==> config.mk <==
export PLATFORM = sky130hd
export DESIGN_NAME = lcd_bus_scheduler
export DESIGN_NICKNAME = d
export VERILOG_FILES = /design/src/rtl/lcd_pkg.sv /design/src/rtl/lcd_timer.sv /design/src/rtl/lcd_bus_scheduler.sv
export SDC_FILE = /design/constraint.sdc
export NUM_CORES = 1
export LEC_CHECK = 0
export ABC_CLOCK_PERIOD_IN_PS = 7300
export BUFFER_PORTS_ARGS = -buffer_cell sky130_fd_sc_hd__buf_4
export CORE_ASPECT_RATIO = 0.7
export CORE_MARGIN = 4
export CORE_UTILIZATION = 50
export CTS_CLUSTER_DIAMETER = 50
export CTS_CLUSTER_SIZE = 25
export DETAILED_ROUTE_END_ITERATION = 10
export PLACE_DENSITY_LB_ADDON = 0.08
export SLEW_MARGIN = 30
export SYNTH_ARGS = -nofsm -noshare
export SYNTH_HDL_FRONTEND = slang
export SYNTH_SLANG_ARGS = --single-unit
==> constraint.sdc <==
create_clock -name Clock -period 7.3 [get_ports Clock]
set_input_delay 0.73 -clock Clock [delete_from_list [all_inputs] [get_ports Clock]]
set_output_delay 0.73 -clock Clock [all_outputs]
set_load 0.005 [all_outputs]
==> src/rtl/lcd_pkg.sv <==
// Shared definitions for the LCD bus scheduler: state encoding, default
// timing counts (50 MHz clock) and the long-command decode.
package lcd_pkg;

  localparam int CNT_W = 21;

  localparam int unsigned T_POWERUP_DEF = 2_000_000;
  localparam int unsigned T_SETUP_DEF   = 3;
  localparam int unsigned T_EN_DEF      = 12;
  localparam int unsigned T_HOLD_DEF    = 3;
  localparam int unsigned T_CMD_DEF     = 2_500;
  localparam int unsigned T_LONG_DEF    = 100_000;

  typedef enum logic [2:0] {
    ST_POWERUP = 3'd0,
    ST_IDLE    = 3'd1,
    ST_SETUP   = 3'd2,
    ST_PULSE   = 3'd3,
    ST_HOLD    = 3'd4,
    ST_WAIT    = 3'd5
  } lcd_state_e;

  // Clear display (0x01) and return home (0x02/0x03) need the 2 ms wait.
  function automatic logic is_long_cmd(input logic rs, input logic [7:0] data);
    return (!rs) && (data[7:2] == 6'd0) && (data[1:0] != 2'd0);
  endfunction

endpackage

==> src/rtl/lcd_timer.sv <==
// Loadable down-counter; done is high on the last cycle of a loaded count.
module lcd_timer
  import lcd_pkg::*;
(
  input  logic             Clock,
  input  logic             load,
  input  logic [CNT_W-1:0] load_value,
  output logic             done
);

  logic [CNT_W-1:0] cnt_q;

  always_ff @(posedge Clock) begin
    if (load) begin
      cnt_q <= load_value;
    end else if (cnt_q != '0) begin
      cnt_q <= cnt_q - CNT_W'(1);
    end
  end

  // A load of N followed by N-1 decrements reaches 1 on the Nth cycle.
  assign done = (cnt_q <= CNT_W'(1));

endmodule

==> src/rtl/lcd_bus_scheduler.sv <==
// HD44780-style write scheduler: arbitrates two requesters (0 has priority)
// and times RS/DB setup, EN pulse, hold and the post-write busy wait.
module lcd_bus_scheduler
  import lcd_pkg::*;
#(
  parameter int unsigned T_POWERUP = T_POWERUP_DEF,
  parameter int unsigned T_SETUP   = T_SETUP_DEF,
  parameter int unsigned T_EN      = T_EN_DEF,
  parameter int unsigned T_HOLD    = T_HOLD_DEF,
  parameter int unsigned T_CMD     = T_CMD_DEF,
  parameter int unsigned T_LONG    = T_LONG_DEF
) (
  input  logic       Clock,
  input  logic       Reset,
  input  logic       req0_valid,
  input  logic       req0_rs,
  input  logic [7:0] req0_data,
  output logic       req0_ready,
  input  logic       req1_valid,
  input  logic       req1_rs,
  input  logic [7:0] req1_data,
  output logic       req1_ready,
  output logic       LCD_EN,
  output logic       LCD_RS,
  output logic       LCD_RW,
  output logic [7:0] LCD_DADOS,
  output logic       busy,
  output logic       powerup_done,
  output lcd_state_e dbg_state
);

  // Handshake: a write is taken at the rising edge of any cycle where
  // valid && ready; ready is only offered in IDLE and never waits on valid.

  lcd_state_e       state_q;
  logic             en_q, rs_q, long_q, busy_q, pud_q;
  logic [7:0]       data_q;
  logic             tmr_load, tmr_done;
  logic [CNT_W-1:0] tmr_value;

  lcd_timer u_timer (
    .Clock      (Clock),
    .load       (tmr_load),
    .load_value (tmr_value),
    .done       (tmr_done)
  );

  // Timer reload on every state entry; IDLE is untimed and parks at zero.
  always_comb begin
    tmr_load  = 1'b0;
    tmr_value = '0;
    if (Reset) begin
      tmr_load  = 1'b1;
      tmr_value = CNT_W'(T_POWERUP);
    end else begin
      case (state_q)
        ST_POWERUP, ST_WAIT: tmr_load = tmr_done;
        ST_IDLE: begin
          tmr_load  = req0_valid | req1_valid;
          tmr_value = CNT_W'(T_SETUP);
        end
        ST_SETUP: begin
          tmr_load  = tmr_done;
          tmr_value = CNT_W'(T_EN);
        end
        ST_PULSE: begin
          tmr_load  = tmr_done;
          tmr_value = CNT_W'(T_HOLD);
        end
        ST_HOLD: begin
          tmr_load  = tmr_done;
          tmr_value = long_q ? CNT_W'(T_LONG) : CNT_W'(T_CMD);
        end
        default: begin
          tmr_load  = 1'b1;
          tmr_value = CNT_W'(T_POWERUP);
        end
      endcase
    end
  end

  always_ff @(posedge Clock) begin
    if (Reset) begin
      state_q <= ST_POWERUP;
      en_q    <= 1'b0;
      rs_q    <= 1'b0;
      data_q  <= 8'h00;
      long_q  <= 1'b0;
      busy_q  <= 1'b1;
      pud_q   <= 1'b0;
    end else begin
      case (state_q)
        ST_POWERUP: if (tmr_done) begin
          state_q <= ST_IDLE;
          busy_q  <= 1'b0;
          pud_q   <= 1'b1;
        end
        ST_IDLE: if (req0_valid) begin
          state_q <= ST_SETUP;
          busy_q  <= 1'b1;
          rs_q    <= req0_rs;
          data_q  <= req0_data;
          long_q  <= is_long_cmd(req0_rs, req0_data);
        end else if (req1_valid) begin
          state_q <= ST_SETUP;
          busy_q  <= 1'b1;
          rs_q    <= req1_rs;
          data_q  <= req1_data;
          long_q  <= is_long_cmd(req1_rs, req1_data);
        end
        ST_SETUP: if (tmr_done) begin
          state_q <= ST_PULSE;
          en_q    <= 1'b1;
        end
        ST_PULSE: if (tmr_done) begin
          state_q <= ST_HOLD;
          en_q    <= 1'b0;
        end
        ST_HOLD: if (tmr_done) state_q <= ST_WAIT;
        ST_WAIT: if (tmr_done) begin
          state_q <= ST_IDLE;
          busy_q  <= 1'b0;
        end
        default: begin
          state_q <= ST_POWERUP;
          en_q    <= 1'b0;
          busy_q  <= 1'b1;
          pud_q   <= 1'b0;
        end
      endcase
    end
  end

  assign req0_ready   = (state_q == ST_IDLE);
  assign req1_ready   = (state_q == ST_IDLE) && !req0_valid;
  assign LCD_EN       = en_q;
  assign LCD_RS       = rs_q;
  assign LCD_RW       = 1'b0;
  assign LCD_DADOS    = data_q;
  assign busy         = busy_q;
  assign powerup_done = pud_q;
  assign dbg_state    = state_q;

endmodule
==> results.txt, run 1 <==
# Max-Cap Violations: 0
RSZ-0062 raised after global routing: false
Skew-Pair Late Insertion Delay: 0.29 ns
detailed placement HPWL: 3.65 mm
area grow syn2layout: 17.4%
status: complete, no violations
effective utilization at floorplan: 53.3%
number of top-level pins: 40
critical path required time: 7.23 ns
Ant. Diodes: 0
clock-pin slew on the worst setup and hold paths: 0.07 ns
Tmin final: 2.62 ns
post-synthesis sequential area ratio: 44.4%
CP Max Fanout: 21
Core Region: 4020 sq um
CTS H-tree depth: 2
clock skew: 0.00825 ns
hold crit path type: flop to flop
# hold bufs at CTS: 0
GRT Overall Usage: 19.0%
Post-CTS Resized: 0
CP cell instances: or4_4, and4b_1, nand3_4, and2_4, nand3_2
Post-CTS Setup Repair Bufs: 0
DIE WIDTH: 86.2 microns
drt drc: 0
Syn Nets: 242
final wirelength: 4.85 mm
final non-filler cell total: 304
die boundary height: 62.8 microns
dpl cells: 296
first-pass GRT wire length: 8.07 mm
Synth Flop Type: edfxtp_1
Root Buffer: clkbuf_8
power per standard cell area: 188 nW/um^2
CTS Buf Count: 5
Largest stage delay, worst path: 0.58 ns
worst-margin pin slew: 0.554 ns
setup TNS: 0 ns
Sink Count: 37
Clock Tree Buf Depth: 2
ratio of cells with drive above 1 in the final layout: 23.0%
top cell type by total area after synthesis: edfxtp_1
Worst path slowest cell: or4_4
Final setup viols: 0
Slew HR: 63.0%
Worst setup SP type: flop
synthesized area per cell: 9.87 sq um
most numerous cell in the Yosys netlist: nor2_1
Max Transition Viols Final: 0
CTS tree: yes
DR pass1 iterations: 4
Async SR Flop Fraction: 0%
post-detailed-route count of antenna-violating nets: 0
area of the die: 5410 sq um
Hold Fails Final Rpt: 0
register area: 951 sq um
Post-synth top cells: 31 x nor2_1, 21 x edfxtp_1, 18 x mux2i_1, 16 x dfxtp_1, 13 x xnor2_1
Rows: 19
synth top area cells: edfxtp_1 29%, dfxtp_1 15%, mux2i_1 8.4%
initial antenna violation count: 0
Syn Inst Count: 217
I/O Buffers: 38
number of synthesized flops with an enable pin: 21
Worst VDD drop: 0.141 mV
vias in the first global route: 1622
Routed WL per cell: 15.9 microns
initial DRC count: 110
Distinct cells, synth: 46
Leakage: 0.981 nW
vias: 1697
hold slack: 0.472 ns
top-area cell type share of the netlist area: 29.4%
filler instances: 345
Syn Std Cell Area: 2140 sq um
Final nets: 276
arrival time of the worst setup path: 2.55 ns
area of the multi-input gates: 1100 sq um
Routability Congestion: 0.855
Synth Register Bits: 37
Syn. warnings: 0
Crit. End Element: flop
kind of critical path: flop to flop
GRT overflow: 0
vias per cell: 5.58
fmax: 381 MHz
Final period util: 36.0%
largest net degree at the start of global routing: 25
[cell type report]
| type | count | area share [%] |
|---|---|---|
| Multi-Input combinational cell | 163 | 43.9 |
| Tap cell | 52 | 2.59 |
| Clock inverter | 2 | 0.398 |
| Timing Repair Buffer | 39 | 11.6 |
| Inverter | 5 | 0.746 |
| Clock buffer | 6 | 2.89 |
| Sequential cell | 37 | 37.8 |
[final timing paths]
path	start	to	slack (ns)	cells past startpoint
worst max-delay path	u_timer.cnt_q[14]	u_timer.cnt_q[10]	4.68	5
worst min-delay path	busy	busy	0.47	1
worst max register to register	u_timer.cnt_q[14]	u_timer.cnt_q[10]	4.68	5
worst min register to register	busy	busy	0.47	1
[layer usage]
layer / up-vias / GRT usage (%) / wire, microns
met4: 0 / 4.09 / 44
met3: 5 / 5.01 / 315
met2: 43 / 24.8 / 1940
met1: 787 / 30.6 / 2550
met5: - / 0 / 0
li1: 862 / - / -
[power by group]
group          internal (W)   total, W  switching (W)
clock             0.0000661   0.000136      0.0000702
combinational     0.0000402  0.0000829      0.0000426
sequential         0.000238   0.000254      0.0000158
[flip-flops by register name, summed over array words and instances (netlist names)]
| signal | flops |
|---|---|
| powerup_done | 1 |
| LCD_DADOS | 8 |
| long_q | 1 |
| u_timer.cnt_q | 21 |
| busy | 1 |
| LCD_RS | 1 |
| dbg_state | 3 |
| LCD_EN | 1 |
[cell usage in the layout, fill, tap and decap left out, types with 6 or more instances in the layout]
cell / Yosys / layout
buf_4: 1 / 39
nor2_1: 31 / 31
edfxtp_1: 21 / 21
mux2i_1: 18 / 18
dfxtp_1: 16 / 16
xnor2_1: 13 / 13
nor3_1: 11 / 11
a21oi_1: 11 / 11
a211oi_1: 9 / 9
nand2_1: 8 / 8
nand3_1: 8 / 7
xor2_1: 6 / 6
[kinds of logic (layout without fill, tap and decap cells)]
kind of cell / count (synthesis) / after routing / synth area share [%]
XOR/XNOR: 19 / 19 / 7.77
buffers and inverters: 17 / 52 / 4.26
AND/OR/NAND/NOR: 84 / 84 / 21.1
AO/OA/AOI/OAI: 38 / 38 / 12.1
flip-flops: 37 / 37 / 44.4
adder cells (fa/ha/maj): 3 / 3 / 1.75
multiplexers: 18 / 18 / 8.41
other: 1 / 1 / 0.175
[per-stage QoR]
step	area, sq um	total power [W]	util [%]	worst slack [ns]
finish	2510	0.000473	62.6	4.68
global route	2510	0.000501	62.6	4.55
CTS	2510	0.000477	62.5	4.32
detailed placement	2430	0.000340	60.4	4.31
global placement	2430	0.000339	60.4	4.39
floorplan	2140	0.000314	-	4.66
[critical path, delay by kind of cell (launching register included)]
| family | cells | cell delay, ns |
|---|---|---|
| AND/OR/NAND/NOR | 5 | 1.80 |
| flip-flops | 1 | 0.46 |
Note: power is estimated with default switching activity, not from simulation.
==> run 2: changes to the inputs <==
--- a/config.mk
+++ b/config.mk
@@ -5,7 +5,7 @@
 export SDC_FILE = /design/constraint.sdc
 export NUM_CORES = 1
 export LEC_CHECK = 0
-export ABC_CLOCK_PERIOD_IN_PS = 7300
+export ABC_CLOCK_PERIOD_IN_PS = 2500
 export BUFFER_PORTS_ARGS = -buffer_cell sky130_fd_sc_hd__buf_4
 export CORE_ASPECT_RATIO = 0.7
 export CORE_MARGIN = 4
==> constraint.sdc (replaced) <==
create_clock -name Clock -period 2.5 [get_ports Clock]
set_input_delay 0.25 -clock Clock [delete_from_list [all_inputs] [get_ports Clock]]
set_output_delay 0.25 -clock Clock [all_outputs]
set_load 0.005 [all_outputs]
==> run 2 against run 1 <==
Total power rose to 3.0 times the previous value. Utilization rose by 1.5 points. Fmax rose by 12%. Critical path depth rose by 1. Wire length rose by 0.12%. Clock skew barely moved. Flip-flop and latch count did not move. Critical path type unchanged.
==> results.txt, run 2 (synthesized netlist as in run 1, its figures left out) <==
status: complete, no violations
hold crit path type: input pin to flop
setup TNS: 0 ns (unchanged)
# hold bufs at CTS: 0 (unchanged)
Leakage: 1.02 nW (+3.5%)
Clock Tree Buf Depth: 2 (unchanged)
vias: 1669 (-1.6%)
Rows: 19 (unchanged)
Crit path max-delay family: simple AND/OR/NAND/NOR gates
switch share: 28.4% (+1.2 points)
max reg flops: 21 (unchanged)
Skew-Pair Late Insertion Delay: 0.30 ns (about the same)
initial antenna violation count: 0 (unchanged)
Tmin final: 2.34 ns (-0.280 ns)
post-detailed-route count of antenna-violating nets: 0 (unchanged)
Routed WL per cell: 15.6 microns (-2.1%)
Post-CTS Setup Repair Bufs: 0 (unchanged)
Final nets: 283 (+2.5%)
GRT Overall Usage: 18.8% (-0.11 points)
P_sw: 0.000401 W (+210%)
CTS H-tree depth: 2 (unchanged)
clock group share of total power: 30.2% (+1.4 points)
initial DRC count: 98 (-11%)
critical path required time: 2.50 ns (-4.73 ns)
DR pass1 iterations: 4 (unchanged)
CTS tree: yes
number of top-level pins: 40 (unchanged)
area grow syn2layout: 20.2%
P_int: 0.00101 W (+190%)
vias per cell: 5.37 (-3.9%)
fmax: 427 MHz (+12%)
effective utilization at floorplan: 53.3% (unchanged)
power per standard cell area: 548 nW/um^2 (+190%)
Crit. End Element: flop
Largest stage delay, worst path: 0.58 ns (about the same)
CTS Buf Count: 5 (unchanged)
Routability Congestion: 0.865 (+1.1%)
most frequent cells in the layout: 46 x buf_4, 31 x nor2_1, 21 x edfxtp_1
clock skew: 0.00859 ns (+0.000338 ns)
detailed placement HPWL: 3.71 mm (+1.6%)
Slew HR: 66.1% (+3.0 points)
Ant. Diodes: 0 (unchanged)
Root Buffer: clkbuf_8
CP cell instances: or4_4, and4bb_2, nand3_4, and2_4, nand3_2, buf_4
DIE WIDTH: 86.2 microns (unchanged)
worst-margin pin slew: 0.509 ns (-0.0449 ns)
hold slack: 0.284 ns (-0.189 ns)
Max Transition Viols Final: 0 (unchanged)
Post-CTS Resized: 0 (unchanged)
# Max-Cap Violations: 0 (unchanged)
clock-pin slew on the worst setup and hold paths: 0.08 ns (about the same)
filler instances: 360 (+4.3%)
first-pass GRT wire length: 7.85 mm (-2.7%)
Comb pwr share: 17.1% (-0.4 points)
GRT overflow: 0 (unchanged)
largest net degree at the start of global routing: 25 (unchanged)
Flop pwr share: 52.7% (-1.0 points)
Final setup viols: 0 (unchanged)
I/O Buffers: 38 (unchanged)
vias in the first global route: 1589 (-2.0%)
Top reg by flops: u_timer.cnt_q
Core Region: 4020 sq um (unchanged)
Worst setup SP type: flop
area of the die: 5410 sq um (unchanged)
RSZ-0062 raised after global routing: false
most common cell after layout, fill and taps aside: buf_4
kind of critical path: flop to flop
Buffers & Inverters on Critical Path: 1 (+1)
final wirelength: 4.85 mm (+0.12%)
Worst VDD drop: 0.369 mV (+160%)
ratio of cells with drive above 1 in the final layout: 25.5% (+2.5 points)
drt drc: 0 (unchanged)
arrival time of the worst setup path: 2.34 ns (-0.21 ns)
CP Max Fanout: 13 (-38%)
Final period util: 93.8% (+58 points)
Worst path slowest cell: or4_4
Sink Count: 37 (unchanged)
die boundary height: 62.8 microns (unchanged)
Hold Fails Final Rpt: 0 (unchanged)
run 2: changes by cell type in the layout (fill, tap and decap cells not counted), sizes merged:
cell,change
clkinvlp,+1
clkbuf,-1
inv,+2
buf,+7
clkinv,-2
run 2: metal layers:
layer / track usage [%] / share of wire (%) / vias up
met5: 0 / 0 / -
met4: 6.03 / 0.47 / 0
met3: 5.14 / 6.6 / 2
met2: 24.6 / 41 / 46
met1: 29.4 / 52 / 745
li1: - / - / 876
run 2: worst reg2reg max path: cells and delay by family (launching register included):
family / cells / cell delay, ns
flops: 1 / 0.42
simple gates: 5 / 1.41
buf+inv: 1 / 0.21
run 2: power groups by stage:
stage / Combinational [W] / Sequential, W / Clock, W
2_1_floorplan: 0.000174 / 0.000743 / 0
3_3_place_gp: 0.000240 / 0.000755 / 0
3_5_place_dp: 0.000239 / 0.000756 / 0
4_1_cts: 0.000240 / 0.000743 / 0.000436
5_1_grt: 0.000270 / 0.000749 / 0.000467
6_report: 0.000241 / 0.000744 / 0.000426
run 2: final cells by class:
| cell class | instances | area, sq um | share of cell area (%) |
|---|---|---|---|
| multi-input combinational | 163 | 1100 | 42.9 |
| sequential | 37 | 951 | 36.9 |
| timing repair buffer | 46 | 345 | 13.4 |
| clock buffer | 5 | 68.8 | 2.67 |
| tap | 52 | 65.1 | 2.53 |
| clock inverter | 3 | 20.0 | 0.778 |
| inverter | 5 | 18.8 | 0.729 |
run 2: worst paths after layout:
kind,from,endpoint,slack [ns],depth (start not counted)
worst max register to register,u_timer.cnt_q[11],u_timer.cnt_q[9],0.16,6
worst min-delay path,Reset,LCD_RS,0.28,2
worst min register to register,busy,busy,0.47,1
worst max-delay path,u_timer.cnt_q[11],u_timer.cnt_q[9],0.16,6
run 2: per-stage QoR:
step	std cells	power [W]	utilization, %	setup WS, ns	area [sq um]
after floorplan	217	0.000917	-	0.137	2150
after global placement	303	0.000995	61.8	0.202	2480
after detailed placement	303	0.000995	61.8	0.161	2480
after CTS	311	0.00142	64.1	0.153	2570
after global routing	311	0.00149	64.1	0.0628	2570
final	311	0.00141	64.1	0.155	2570
==> run 3: changes to the inputs <==
--- a/config.mk
+++ b/config.mk
@@ -7,9 +7,12 @@
 export LEC_CHECK = 0
 export ABC_CLOCK_PERIOD_IN_PS = 2500
 export BUFFER_PORTS_ARGS = -buffer_cell sky130_fd_sc_hd__buf_4
+export CAP_MARGIN = 10
+export CELL_PAD_IN_SITES_DETAIL_PLACEMENT = 0
+export CELL_PAD_IN_SITES_GLOBAL_PLACEMENT = 1
 export CORE_ASPECT_RATIO = 0.7
 export CORE_MARGIN = 4
-export CORE_UTILIZATION = 50
+export CORE_UTILIZATION = 42
 export CTS_CLUSTER_DIAMETER = 50
 export CTS_CLUSTER_SIZE = 25
 export DETAILED_ROUTE_END_ITERATION = 10
==> run 3 against run 2 <==
Clock skew fell by 0.0014 ns. First-iteration DRC count decreased by 21%. Final area up 1.8%. Die area is 17% higher. Count of clock-buffer cells in the layout up 1. Non-clock buffer count shrank 1. Clock power rose by 14%. Critical endpoint is now u_timer.cnt_q[7]. Largest cell class unchanged. Largest power group unchanged. Highest routed layer unchanged.
==> results.txt, run 3 (synthesized netlist as in run 1, its figures left out) <==
status: complete, no violations
Sink Count: 37 (unchanged)
Routed WL per cell: 15.0 microns (-3.9%)
vias per cell: 5.27 (-1.8%)
dpl cells: 319 (+5.3%)
Skew-Pair Late Insertion Delay: 0.29 ns (about the same)
Root Buffer: clkbuf_8
Routability Congestion: 0.826 (-4.5%)
final wirelength: 4.91 mm (+1.1%)
critical path required time: 2.50 ns (about the same)
I/O Buffers: 38 (unchanged)
Clock Tree Buf Depth: 2 (unchanged)
power per standard cell area: 559 nW/um^2 (+1.9%)
Core Region: 4860 sq um (+21%)
post-route cell area: 2620 sq um (+1.8%)
Flop pwr share: 50.5% (-2.2 points)
Hold Fails Final Rpt: 0 (unchanged)
Post-CTS Resized: 0 (unchanged)
Tmin final: 2.31 ns (-0.0359 ns)
detailed placement HPWL: 3.74 mm (+0.85%)
Top reg by flops: u_timer.cnt_q
die boundary height: 67.8 microns (+8.0%)
ratio of cells with drive above 1 in the final layout: 25.2% (-0.29 points)
vias: 1724 (+3.3%)
initial DRC count: 77 (-21%)
P_sw: 0.000393 W (-2.1%)
DIE WIDTH: 93.4 microns (+8.3%)
clock group share of total power: 33.2% (+3.0 points)
area grow syn2layout: 22.4%
Max Transition Viols Final: 0 (unchanged)
GRT overflow: 0 (unchanged)
number of top-level pins: 40 (unchanged)
# hold bufs at CTS: 0 (unchanged)
GRT Overall Usage: 16.9% (-1.9 points)
effective utilization at floorplan: 44.1% (-9.2 points)
CTS Buf Count: 5 (unchanged)
clock skew: 0.00722 ns (-0.00137 ns)
most common cell after layout, fill and taps aside: buf_4
setup TNS: 0 ns (unchanged)
CTS H-tree depth: 2 (unchanged)
CTS tree: yes
worst hold path depth: 2 (unchanged)
fmax: 433 MHz (+1.6%)
CP Max Fanout: 21 (+8)
vias in the first global route: 1660 (+4.5%)
Reg2Reg Depth: 6 (unchanged)
P_int: 0.00107 W (+6.1%)
Worst setup SP type: flop
largest net degree at the start of global routing: 25 (unchanged)
arrival time of the worst setup path: 2.31 ns (-0.03 ns)
area of the die: 6320 sq um (+17%)
drt drc: 0 (unchanged)
Final period util: 92.3% (-1.4 points)
first-pass GRT wire length: 8.27 mm (+5.4%)
Leakage: 1.03 nW (+0.97%)
Crit. End Element: flop
Rows: 21 (+2)
Comb pwr share: 16.3% (-0.8 points)
Power, Total: 0.00146 W (+3.8%)
Post-CTS Setup Repair Bufs: 0 (unchanged)
kind of critical path: flop to flop
final non-filler cell total: 327 (+5.1%)
max reg flops: 21 (unchanged)
initial antenna violation count: 0 (unchanged)
DR pass1 iterations: 4 (unchanged)
Worst VDD drop: 0.321 mV (-13%)
Area after DPL: 2510 sq um (+1.1%)
hold crit path type: input pin to flop
post-detailed-route count of antenna-violating nets: 0 (unchanged)
RSZ-0062 raised after global routing: false
# Max-Cap Violations: 0 (unchanged)
Ant. Diodes: 0 (unchanged)
switch share: 26.8% (-1.6 points)
most frequent cells in the layout: 44 x buf_4, 31 x nor2_1, 21 x edfxtp_1
Final nets: 282 (-0.35%)
Final setup viols: 0 (unchanged)
clock-pin slew on the worst setup and hold paths: 0.08 ns (about the same)
==> run 3: per-stage QoR <==
stage          util, %  hold WS [ns]  setup slack (ns)
6_report          53.9         0.282             0.191
5_1_grt           53.9         0.288            0.0744
4_1_cts           53.9         0.279             0.178
3_5_place_dp      51.7         0.453             0.200
3_3_place_gp      51.7         0.452             0.236
2_1_floorplan        -         0.461             0.137
==> run 3: power by group through the flow <==
stage	logic (W)	registers, W	clock network (W)
CTS	0.000241	0.000739	0.000503
detailed placement	0.000239	0.000752	0
global route	0.000272	0.000745	0.000534
global placement	0.000242	0.000753	0
finish	0.000238	0.000740	0.000487
floorplan	0.000174	0.000743	0
==> run 3: per-layer routing <==
layer  up-vias  part of all wire (%)  track usage [%]  wire length, microns
met5         -                     0                0                     0
met4         0                  0.71             4.75                    35
met3         5                   7.2             4.57                   351
met2        46                    41             24.0                  2030
met1       803                    51             25.0                  2490
li1        870                     -                -                     -
==> run 3: critical path: stages, from the launching register on <==
cell and delay, ns:
edfxtp_1 0.43, or4_4 0.56, and4bb_2 0.42, nand3_4 0.11, and2_4 0.22, nand3_2 0.11
buf_12 0.17
==> run 3: final cells by class <==
class                      count  area [sq um]
clock buffer                   6          93.8
clock inverter                 2          16.3
fill                         470          2240
inverter                       5          18.8
multi-input combinational    163          1100
sequential                    37           951
tap                           69          86.3
timing repair buffer          45           350
==> run 3: worst paths after layout <==
path         slack (ns)               end              start
max                0.19  u_timer.cnt_q[7]  u_timer.cnt_q[10]
min                0.28      dbg_state[2]              Reset
max reg2reg        0.19  u_timer.cnt_q[7]  u_timer.cnt_q[10]
min reg2reg        0.47              busy               busy
